==> src/rtl/mc_controller.sv <==
// mc_controller: multi-cycle control FSM for an RV32I core.
// Each instruction is sequenced through FETCH / DECODE / EXEC / MEM / WB.
// Illegal encodings and SYSTEM instructions stop the core in TRAP.
// A memory handshake that does not arrive in time also stops the core in TRAP.
// The core leaves TRAP only through reset.
//
// Parameters:
//   TIMEOUT : cycles to wait for mem_ready before trapping (0 = never trap)
//   CNT_W   : width of the retired-instruction counter
//
// Ports:
//   clk, rst_n          clock, asynchronous active-low reset
//   instr               current instruction from the IR
//   mem_ready           completes the outstanding imem/dmem request
//   br_taken            ALU branch condition, valid in EXEC
//   imem_req, ir_we     instruction fetch request / IR load
//   dmem_req, dmem_we   data memory request / write
//   rf_we, wb_sel       register write enable / source (0 ALU, 1 mem, 2 pc+4)
//   pc_we, pc_sel       PC update / source (0 pc+4, 1 pc+imm, 2 (rs1+imm)&~1)
//   alu_src_a/b, alu_op ALU operand selects and operation class
//   trapped, trap_cause TRAP status (1 illegal, 2 mem timeout, 3 SYSTEM)
//   instret             retired instruction count (cycles with pc_we)
module mc_controller #(
    parameter int TIMEOUT = 16,
    parameter int CNT_W   = 32
) (
    input  logic             clk,
    input  logic             rst_n,
    input  logic [31:0]      instr,
    input  logic             mem_ready,
    input  logic             br_taken,
    output logic             imem_req,
    output logic             ir_we,
    output logic             dmem_req,
    output logic             dmem_we,
    output logic             rf_we,
    output logic [1:0]       wb_sel,
    output logic             pc_we,
    output logic [1:0]       pc_sel,
    output logic             alu_src_a,
    output logic             alu_src_b,
    output logic [1:0]       alu_op,
    output logic             trapped,
    output logic [1:0]       trap_cause,
    output logic [CNT_W-1:0] instret
);

    typedef enum logic [2:0] {
        S_FETCH  = 3'd0,
        S_DECODE = 3'd1,
        S_EXEC   = 3'd2,
        S_MEM    = 3'd3,
        S_WB     = 3'd4,
        S_TRAP   = 3'd5
    } state_t;

    typedef enum logic [3:0] {
        C_ILLEGAL = 4'd0,
        C_LOAD    = 4'd1,
        C_STORE   = 4'd2,
        C_OPIMM   = 4'd3,
        C_OP      = 4'd4,
        C_LUI     = 4'd5,
        C_AUIPC   = 4'd6,
        C_JAL     = 4'd7,
        C_JALR    = 4'd8,
        C_BRANCH  = 4'd9,
        C_SYSTEM  = 4'd10
    } iclass_t;

    localparam int WCW = (TIMEOUT > 1) ? $clog2(TIMEOUT) : 1;
    localparam logic [WCW-1:0] WAIT_LAST = WCW'((TIMEOUT > 0) ? (TIMEOUT - 1) : 0);
    localparam bit TIMEOUT_EN = (TIMEOUT > 0);

    // Classify the instruction; funct3 values that are reserved make it illegal.
    function automatic iclass_t decode_class(input logic [31:0] ins);
        iclass_t    c;
        logic [2:0] f3;
        f3 = ins[14:12];
        case (ins[6:0])
            7'b0000011: c = (f3 == 3'b011 || f3 == 3'b110 || f3 == 3'b111) ? C_ILLEGAL : C_LOAD;
            7'b0100011: c = (f3[2] == 1'b0 && f3 != 3'b011) ? C_STORE : C_ILLEGAL;
            7'b0010011: c = C_OPIMM;
            7'b0110011: c = C_OP;
            7'b0110111: c = C_LUI;
            7'b0010111: c = C_AUIPC;
            7'b1101111: c = C_JAL;
            7'b1100111: c = (f3 == 3'b000) ? C_JALR : C_ILLEGAL;
            7'b1100011: c = (f3 == 3'b010 || f3 == 3'b011) ? C_ILLEGAL : C_BRANCH;
            7'b1110011: c = C_SYSTEM;
            default:    c = C_ILLEGAL;
        endcase
        return c;
    endfunction

    // ALU controls {src_a, src_b, op} for the classes that use the ALU result;
    // shared by EXEC, MEM and WB so the controls stay stable across those states.
    function automatic logic [3:0] alu_ctl(input iclass_t c);
        logic [3:0] r;
        case (c)
            C_LOAD, C_STORE: r = 4'b0_1_00;
            C_OP:            r = 4'b0_0_10;
            C_OPIMM:         r = 4'b0_1_10;
            C_LUI:           r = 4'b0_1_11;
            C_AUIPC:         r = 4'b1_1_00;
            default:         r = 4'b0_0_00;
        endcase
        return r;
    endfunction

    state_t           state_r, state_nx_s;
    logic [WCW-1:0]   wait_cnt_r;
    logic [1:0]       trap_cause_r, cause_nx_s;
    logic [CNT_W-1:0] instret_r;
    iclass_t          cls_s;
    logic             trap_set_s, timeout_hit_s, waiting_s;
    logic             imem_req_s, ir_we_s, dmem_req_s, dmem_we_s, rf_we_s, pc_we_s;
    logic             alu_src_a_s, alu_src_b_s;
    logic [1:0]       wb_sel_s, pc_sel_s, alu_op_s;
    logic             instr_unused_s;

    assign cls_s          = decode_class(instr);
    assign timeout_hit_s  = TIMEOUT_EN ? (wait_cnt_r == WAIT_LAST) : 1'b0;
    assign waiting_s      = ((state_r == S_FETCH) || (state_r == S_MEM)) && !mem_ready;
    assign instr_unused_s = ^{instr[31:15], instr[11:7]};

    // Next-state and strobe decode; every strobe defaults to 0.
    always_comb begin
        state_nx_s  = state_r;
        trap_set_s  = 1'b0;
        cause_nx_s  = 2'd0;
        imem_req_s  = 1'b0;
        ir_we_s     = 1'b0;
        dmem_req_s  = 1'b0;
        dmem_we_s   = 1'b0;
        rf_we_s     = 1'b0;
        wb_sel_s    = 2'd0;
        pc_we_s     = 1'b0;
        pc_sel_s    = 2'd0;
        alu_src_a_s = 1'b0;
        alu_src_b_s = 1'b0;
        alu_op_s    = 2'd0;
        case (state_r)
            S_FETCH: begin
                imem_req_s = 1'b1;
                if (mem_ready) begin
                    ir_we_s    = 1'b1;
                    state_nx_s = S_DECODE;
                end else if (timeout_hit_s) begin
                    state_nx_s = S_TRAP;
                    trap_set_s = 1'b1;
                    cause_nx_s = 2'd2;
                end else begin
                    state_nx_s = S_FETCH;
                end
            end
            S_DECODE: begin
                if (cls_s == C_ILLEGAL) begin
                    state_nx_s = S_TRAP;
                    trap_set_s = 1'b1;
                    cause_nx_s = 2'd1;
                end else if (cls_s == C_SYSTEM) begin
                    state_nx_s = S_TRAP;
                    trap_set_s = 1'b1;
                    cause_nx_s = 2'd3;
                end else begin
                    state_nx_s = S_EXEC;
                end
            end
            S_EXEC: begin
                case (cls_s)
                    C_BRANCH: begin
                        alu_op_s   = 2'd1;
                        pc_we_s    = 1'b1;
                        pc_sel_s   = br_taken ? 2'd1 : 2'd0;
                        state_nx_s = S_FETCH;
                    end
                    C_JAL, C_JALR: begin
                        rf_we_s    = 1'b1;
                        wb_sel_s   = 2'd2;
                        pc_we_s    = 1'b1;
                        pc_sel_s   = (cls_s == C_JALR) ? 2'd2 : 2'd1;
                        state_nx_s = S_FETCH;
                    end
                    C_LOAD, C_STORE: begin
                        {alu_src_a_s, alu_src_b_s, alu_op_s} = alu_ctl(cls_s);
                        state_nx_s = S_MEM;
                    end
                    C_OP, C_OPIMM, C_LUI, C_AUIPC: begin
                        {alu_src_a_s, alu_src_b_s, alu_op_s} = alu_ctl(cls_s);
                        state_nx_s = S_WB;
                    end
                    default: begin
                        // DECODE filters these out; treat a surprise as illegal.
                        state_nx_s = S_TRAP;
                        trap_set_s = 1'b1;
                        cause_nx_s = 2'd1;
                    end
                endcase
            end
            S_MEM: begin
                {alu_src_a_s, alu_src_b_s, alu_op_s} = alu_ctl(cls_s);
                dmem_req_s = 1'b1;
                dmem_we_s  = (cls_s == C_STORE);
                if (mem_ready) begin
                    if (cls_s == C_STORE) begin
                        pc_we_s    = 1'b1;
                        state_nx_s = S_FETCH;
                    end else begin
                        state_nx_s = S_WB;
                    end
                end else if (timeout_hit_s) begin
                    state_nx_s = S_TRAP;
                    trap_set_s = 1'b1;
                    cause_nx_s = 2'd2;
                end else begin
                    state_nx_s = S_MEM;
                end
            end
            S_WB: begin
                {alu_src_a_s, alu_src_b_s, alu_op_s} = alu_ctl(cls_s);
                rf_we_s    = 1'b1;
                wb_sel_s   = (cls_s == C_LOAD) ? 2'd1 : 2'd0;
                pc_we_s    = 1'b1;
                state_nx_s = S_FETCH;
            end
            S_TRAP: begin
                state_nx_s = S_TRAP;
            end
            default: begin
                state_nx_s = S_TRAP;
                trap_set_s = 1'b1;
                cause_nx_s = 2'd1;
            end
        endcase
    end

    // State register.
    always_ff @(posedge clk or negedge rst_n) begin
        if (!rst_n) begin
            state_r <= S_FETCH;
        end else begin
            state_r <= state_nx_s;
        end
    end

    // Handshake wait counter: restarts on every state change, counts idle cycles.
    always_ff @(posedge clk or negedge rst_n) begin
        if (!rst_n) begin
            wait_cnt_r <= '0;
        end else if (state_nx_s != state_r) begin
            wait_cnt_r <= '0;
        end else if (waiting_s) begin
            wait_cnt_r <= wait_cnt_r + WCW'(1);
        end else begin
            wait_cnt_r <= wait_cnt_r;
        end
    end

    // Trap cause, captured on the transition into TRAP and held there.
    always_ff @(posedge clk or negedge rst_n) begin
        if (!rst_n) begin
            trap_cause_r <= 2'd0;
        end else if (trap_set_s) begin
            trap_cause_r <= cause_nx_s;
        end else begin
            trap_cause_r <= trap_cause_r;
        end
    end

    // Retired-instruction counter: one per PC update, wraps naturally.
    always_ff @(posedge clk or negedge rst_n) begin
        if (!rst_n) begin
            instret_r <= '0;
        end else if (pc_we_s) begin
            instret_r <= instret_r + CNT_W'(1);
        end else begin
            instret_r <= instret_r;
        end
    end

    // Strobes are forced low while reset is held, even though state reads FETCH.
    assign imem_req   = rst_n & imem_req_s;
    assign ir_we      = rst_n & ir_we_s;
    assign dmem_req   = rst_n & dmem_req_s;
    assign dmem_we    = rst_n & dmem_we_s;
    assign rf_we      = rst_n & rf_we_s;
    assign wb_sel     = {2{rst_n}} & wb_sel_s;
    assign pc_we      = rst_n & pc_we_s;
    assign pc_sel     = {2{rst_n}} & pc_sel_s;
    assign alu_src_a  = rst_n & alu_src_a_s;
    assign alu_src_b  = rst_n & alu_src_b_s;
    assign alu_op     = {2{rst_n}} & alu_op_s;
    assign trapped    = (state_r == S_TRAP);
    assign trap_cause = trap_cause_r;
    assign instret    = instret_r;

endmodule

==> config.mk <==
export PLATFORM = sky130hd
export DESIGN_NAME = mc_controller
export DESIGN_NICKNAME = d
export VERILOG_FILES = /design/src/rtl/mc_controller.sv
export SDC_FILE = /design/constraint.sdc
export NUM_CORES = 1
export LEC_CHECK = 0
export CORE_UTILIZATION = 33
export CTS_BUF_LIST = sky130_fd_sc_hd__clkbuf_4 sky130_fd_sc_hd__clkbuf_8
export DETAILED_ROUTE_END_ITERATION = 12
export PLACE_DENSITY = 0.68
export SLEW_MARGIN = 20
export SYNTH_ARGS = -nofsm -noshare
export SYNTH_HDL_FRONTEND = slang
export SYNTH_SLANG_ARGS = --single-unit
export TNS_END_PERCENT = 5
==> constraint.sdc <==
create_clock -name clk -period 2 [get_ports clk]
set_input_delay 0.2 -clock clk [delete_from_list [all_inputs] [get_ports clk]]
set_output_delay 0.2 -clock clk [all_outputs]
set_load 0.05 [all_outputs]
After elaboration in Yosys (flattened, before gate mapping)
Cells that the tools add are included.
{"block": "word_totals", "regBits": 41, "inputBits": 36, "out_inout_bits": 49, "word_cells": 123}
{"block": "classes", "n_addsub": 2, "eq_ne": 32, "n_mux": 54, "bitwise": 12, "n_reduce_logical": 19}
{"operator": "$pmux 4 s10", "n": 1}
{"operator": "$add 32x1->32 const B", "n": 1}
{"operator": "$eq 7x7->1 const B", "n": 4}
{"operator": "$eq 7x6->1 const B", "n": 3}
{"operator": "$mux 3", "n": 7}
{"operator": "$pmux 4 s5", "n": 1}
{"operator": "$mux 1", "n": 19}
{"operator": "$eq 4x3->1 const B", "n": 4}
{"operator": "$eq 4x4->1 const B", "n": 4}
{"operator": "$mux 2", "n": 8}
{"operator": "$mux 4", "n": 4}
{"operator": "$pmux 2 s2", "n": 4}
{"operator": "$pmux 4 s4", "n": 1}
{"operator": "$pmux 3 s5", "n": 1}
{"operator": "$eq 7x5->1 const B", "n": 2}
{"operator": "$eq 3x2->1 const B", "n": 4}
{"operator": "$eq 3x3->1 const B", "n": 4}
{"operator": "$reduce_or 2->1", "n": 5}
{"operator": "$pmux 3 s3", "n": 1}
{"operator": "$reduce_or 9->1", "n": 1}
{"operator": "$and 1x1->1", "n": 8}
{"operator": "$eq 4x2->1 const B", "n": 2}
{"operator": "$pmux 1 s2", "n": 4}
{"operator": "$pmux 2 s4", "n": 1}
{"operator": "18 further kinds", "n": 25}

Depth between registers and ports, before layout
{"block": "logic_depth", "word_depth": 11, "ltp_mapped": 8, "mapped_depth_nobuf": 6}

Worst setup path before layout
OpenSTA, ideal clock, no wires.
{"block": "synth_path", "path_kind": "register to output", "start": "register state_r[2]", "end": "output port wb_sel[0]", "arrival_time_ns": 2.444, "required_time_ns": 1.800, "setup_slack_ns": -0.644, "path_stages_with_launch": 5, "n_path_buf": 1, "cell_sequence": "dfrtp_1 -> clkbuf_1 -> nor3b_1 -> nand2_1 -> nor4_1"}
{"block": "synth_between", "elab_chain_len": 3, "word_cells_on_any_way": 4, "cone_classes": "eq/ne: 2; mux: 1; bitwise: 1"}
{"item": "start, declared", "line_no": "111", "text": "state_t state_r, state_nx_s;"}
{"item": "start signal, assigned", "line_no": "243", "text": "state_r <= state_nx_s;"}
{"item": "$eq 3x3->1 or $eq 3x2->1 (tied branches)", "line_no": "143", "text": "case (state_r)"}
{"item": "$pmux 2 s2 (*)", "line_no": "143"}
{"item": "$and 2x2->2 (*)", "line_no": "288", "text": "assign wb_sel = {2{rst_n}} & wb_sel_s;"}
{"item": "end, declared", "line_no": "37", "text": "output logic [1:0] wb_sel,"}
Every way passes the cells marked *; elsewhere a longest branch is shown, timed or not.

Worst setup path in the final report
{"block": "layout_path", "start": "register state_r[0]", "end": "output port wb_sel[1]"}
The elaborated chain is that of the path after synthesis.

==> run metrics <==
Async SR Flop Fraction 100.0%; num rows 31; worst r2r path cells 7; largest net degree at the start of global routing 31; clock buffer depth 2; htree depth 2; via count between 2,000 and 3,000; die area ~8200 um^2; LEAKAGE ~1.7 nW; worst min-delay path category in2async; first-pass GRT wire length 12,900 um; Psw around 1.3 mW; ANT nets after route 0; worst r2r src state_r[1]; Reg2Reg Setup Slack 0.04 ns; gpl congestion between 0.9 and 1; Total Wirelength roughly 7900 um; total gr overflow 0; Setup crit start kind register; worst path cell trace buf_4, nor3_1, buf_4, nand2_1, nor3_4, buf_12; worst vdd ir roughly 770 uV; ant diodes 0; Data required, critical path ~1.8 ns; Buf/Inv on CP 3; WP data arrival around 1.8 ns; critical path startpoint state_r[0]; clock network power share roughly a fifth; mapped cell area about 2600 um^2; Post-synth top flop dfrtp_1; Max FO, Critical Path 9; Final Cycle Share between 90% and 100%; clock skew approximately 0.011 ns; initial antenna violation count 0; sequential area share after synthesis around two fifths; Worst path most repeated cell buf_4; fmax slightly above 500 MHz; critical path capture point type output pin; synth warn 0; worst stage delay on the critical path 0.47 ns; Slew Limit Headroom between 60 and 70%; Detailed Routing Iterations Pass 1 4; Initial Utilization between 30% and 40%; vias in the first global route ~2,600; CTS Buf Count 5; setup_tns 0 ns; crit path kind reg2out; # clock sinks between 40 and 50; # DRC 0; Crit-path slowest cell dfrtp_2; First DRT Iteration DRCs 98; # setup viols final 0; Worst-Skew Late Latency around 0.30 ns; Yosys reg bits 41; minimum clock period after layout 1.977 ns; final core utilization 57.27%; CTS tree built; average size of a mapped cell approximately 9.3 um^2; Flop pwr share a little under a third; MaxCap Viol Count 0; Int Power around 2.0 mW; Layout area overhead 64.21%; Comb pwr share a little under half; clk root buf clkbuf_8; overall power ~3.4 mW; Net Sw Frac 40.08%; layout cells sized above 1 34.67%; PortBufs a little over 60; power per cell area slightly below 800 nW/um^2; endpoints failing hold 0; GR Util All Layers a little under 20%; wire length per cell between 15 and 20 um; Worst path top cell family by delay buffers and inverters; Hold Slack roughly 0.075 ns; # IOs 85; RSZ-0062 raised after global routing true; syn nets between 300 and 400; DR vias/cell about 5.4; Least-Margin Pin Slew between 0.5 and 0.6 ns; Post-synth EDFFs 0; final net count about 440; max-slew violation count 0; Placeable Area around 7400 um^2; Reg-to-Reg End state_r[2]; detailed placement HPWL approximately 5500 um; result of the run complete, no violations; Die Height 90.72 um; Reg clk slew, reported paths 0.09 ns; DIE WIDTH 90.72 um; Syn Inst Count 279; Synth cell types 50
==> flip-flops by register name, indices dropped and copies added (netlist names) <==
register,flops
wait_cnt_r,4
state_r,3
trap_cause,2
instret,32
==> repair_timing <==
action                                  in CTS  in global routing
hold buffers                                 1                  0
buffers inserted                             7                  6
hold endpoints to repair                     1                  0
gates resized for setup                     49                 21
endpoints found under the setup margin      14                 21
pin swaps                                   12                  8
==> synth_stat cells (all sizes together), types with 4 or more instances <==
cell,number,share of area (%)
dfrtp,41,39
xnor2,32,11
nor2,19,2.7
o2111ai,19,6.4
and3,14,3.4
clkbuf,14,2.0
nand2,13,1.9
o21ai,13,2.5
nand3,12,2.3
nor3,10,1.9
o211ai,9,2.6
and2,8,1.9
a21oi,7,1.3
inv,7,1.0
nand4,6,1.4
nor4,5,1.2
buf,4,1.3
nor2b,4,0.96
==> cell type report <==
| cell class | count | area [um^2] |
|---|---|---|
| fill | 635 | 3182 |
| clock buffer | 6 | 82.58 |
| inverter | 7 | 26.28 |
| timing repair buffer | 129 | 1303 |
| clock inverter | 2 | 37.54 |
| tap | 99 | 123.9 |
| sequential | 41 | 1030 |
| multi-input combinational | 213 | 1663 |
==> how the worst max path moves through the flow <==
stage | cells after the start | to
floorplan | 6 | pc_we
global placement | 7 | rf_we
detailed placement | 7 | rf_we
CTS | 7 | pc_we
global route | 7 | state_r[2]
finish | 6 | wb_sel[1]
==> placed cells by master, fill, tap and decap left out, types with 2 or more instances in the layout <==
| cell type | synthesis | routed |
|---|---|---|
| clkdlybuf4s50_1 | 0 | 36 |
| nor4_2 | 0 | 3 |
| nor2_2 | 0 | 5 |
| o21ai_2 | 0 | 3 |
| o21ai_0 | 13 | 9 |
| clkbuf_8 | 0 | 6 |
| and3_1 | 14 | 13 |
| buf_12 | 0 | 17 |
| a21oi_1 | 7 | 5 |
| o2111ai_1 | 19 | 19 |
| nor2b_4 | 0 | 2 |
| nand4_1 | 6 | 6 |
| nand2_1 | 13 | 12 |
| a21oi_2 | 0 | 2 |
| xor2_1 | 3 | 3 |
| a211oi_1 | 3 | 2 |
| dfrtp_2 | 0 | 3 |
| o21a_1 | 2 | 2 |
| nor3b_2 | 0 | 2 |
| o211ai_1 | 9 | 9 |
| and4_1 | 3 | 3 |
| ha_1 | 2 | 2 |
| nor3_1 | 10 | 5 |
| and2_1 | 8 | 7 |
| nor2_1 | 19 | 13 |
| buf_4 | 1 | 60 |
| clkbuf_2 | 0 | 3 |
| buf_6 | 2 | 3 |
| nor3_4 | 0 | 4 |
| dlygate4sd2_1 | 0 | 6 |
| inv_1 | 7 | 6 |
| nand2b_1 | 3 | 2 |
| dfrtp_1 | 41 | 38 |
| nand3_1 | 12 | 11 |
| xnor2_1 | 32 | 32 |
| nor4_1 | 5 | 2 |
==> power by group through the flow <==
stage	combinational, mW	clock [mW]	sequential (mW)
6_report	1.59	0.712	1.06
5_1_grt	1.69	0.761	1.08
4_1_cts	1.49	0.722	1.06
3_5_place_dp	1.42	0	1.07
3_3_place_gp	1.40	0	1.06
2_1_floorplan	0.699	0	1.21
==> metrics by stage <==
step                      setup WS, ns  cells  instance area [um^2]
after global placement         -0.3635    475                  3847
after floorplan                -0.2347    279                  2616
after global routing          -0.05053    497                  4265
after CTS                     -0.01784    491                  4161
after detailed placement       -0.3815    475                  3847
final                          0.02342    497                  4265
==> layer usage <==
layer	vias to the layer above	part of all wire (%)	global-route usage, %
met2	77	49	31.50
met5	-	0	0
li1	1278	-	-
met3	11	4.5	3.451
met1	1298	45	26.47
met4	0	1.3	5.914
==> kinds of logic (layout without fill, tap and decap cells) <==
kind of cell / count (synthesis) / in the layout / share of synthesized area (%)
AND/OR/NAND/NOR: 108 / 108 / 23.41
flip-flops: 41 / 41 / 39.50
adder cells (fa/ha/maj): 2 / 2 / 0.9632
buffers and inverters: 25 / 144 / 4.383
XOR/XNOR: 35 / 35 / 11.80
AO/OA/AOI/OAI: 66 / 66 / 19.12
multiplexers: 2 / 2 / 0.8189
No activity file was read; power rests on OpenSTA's default activity.
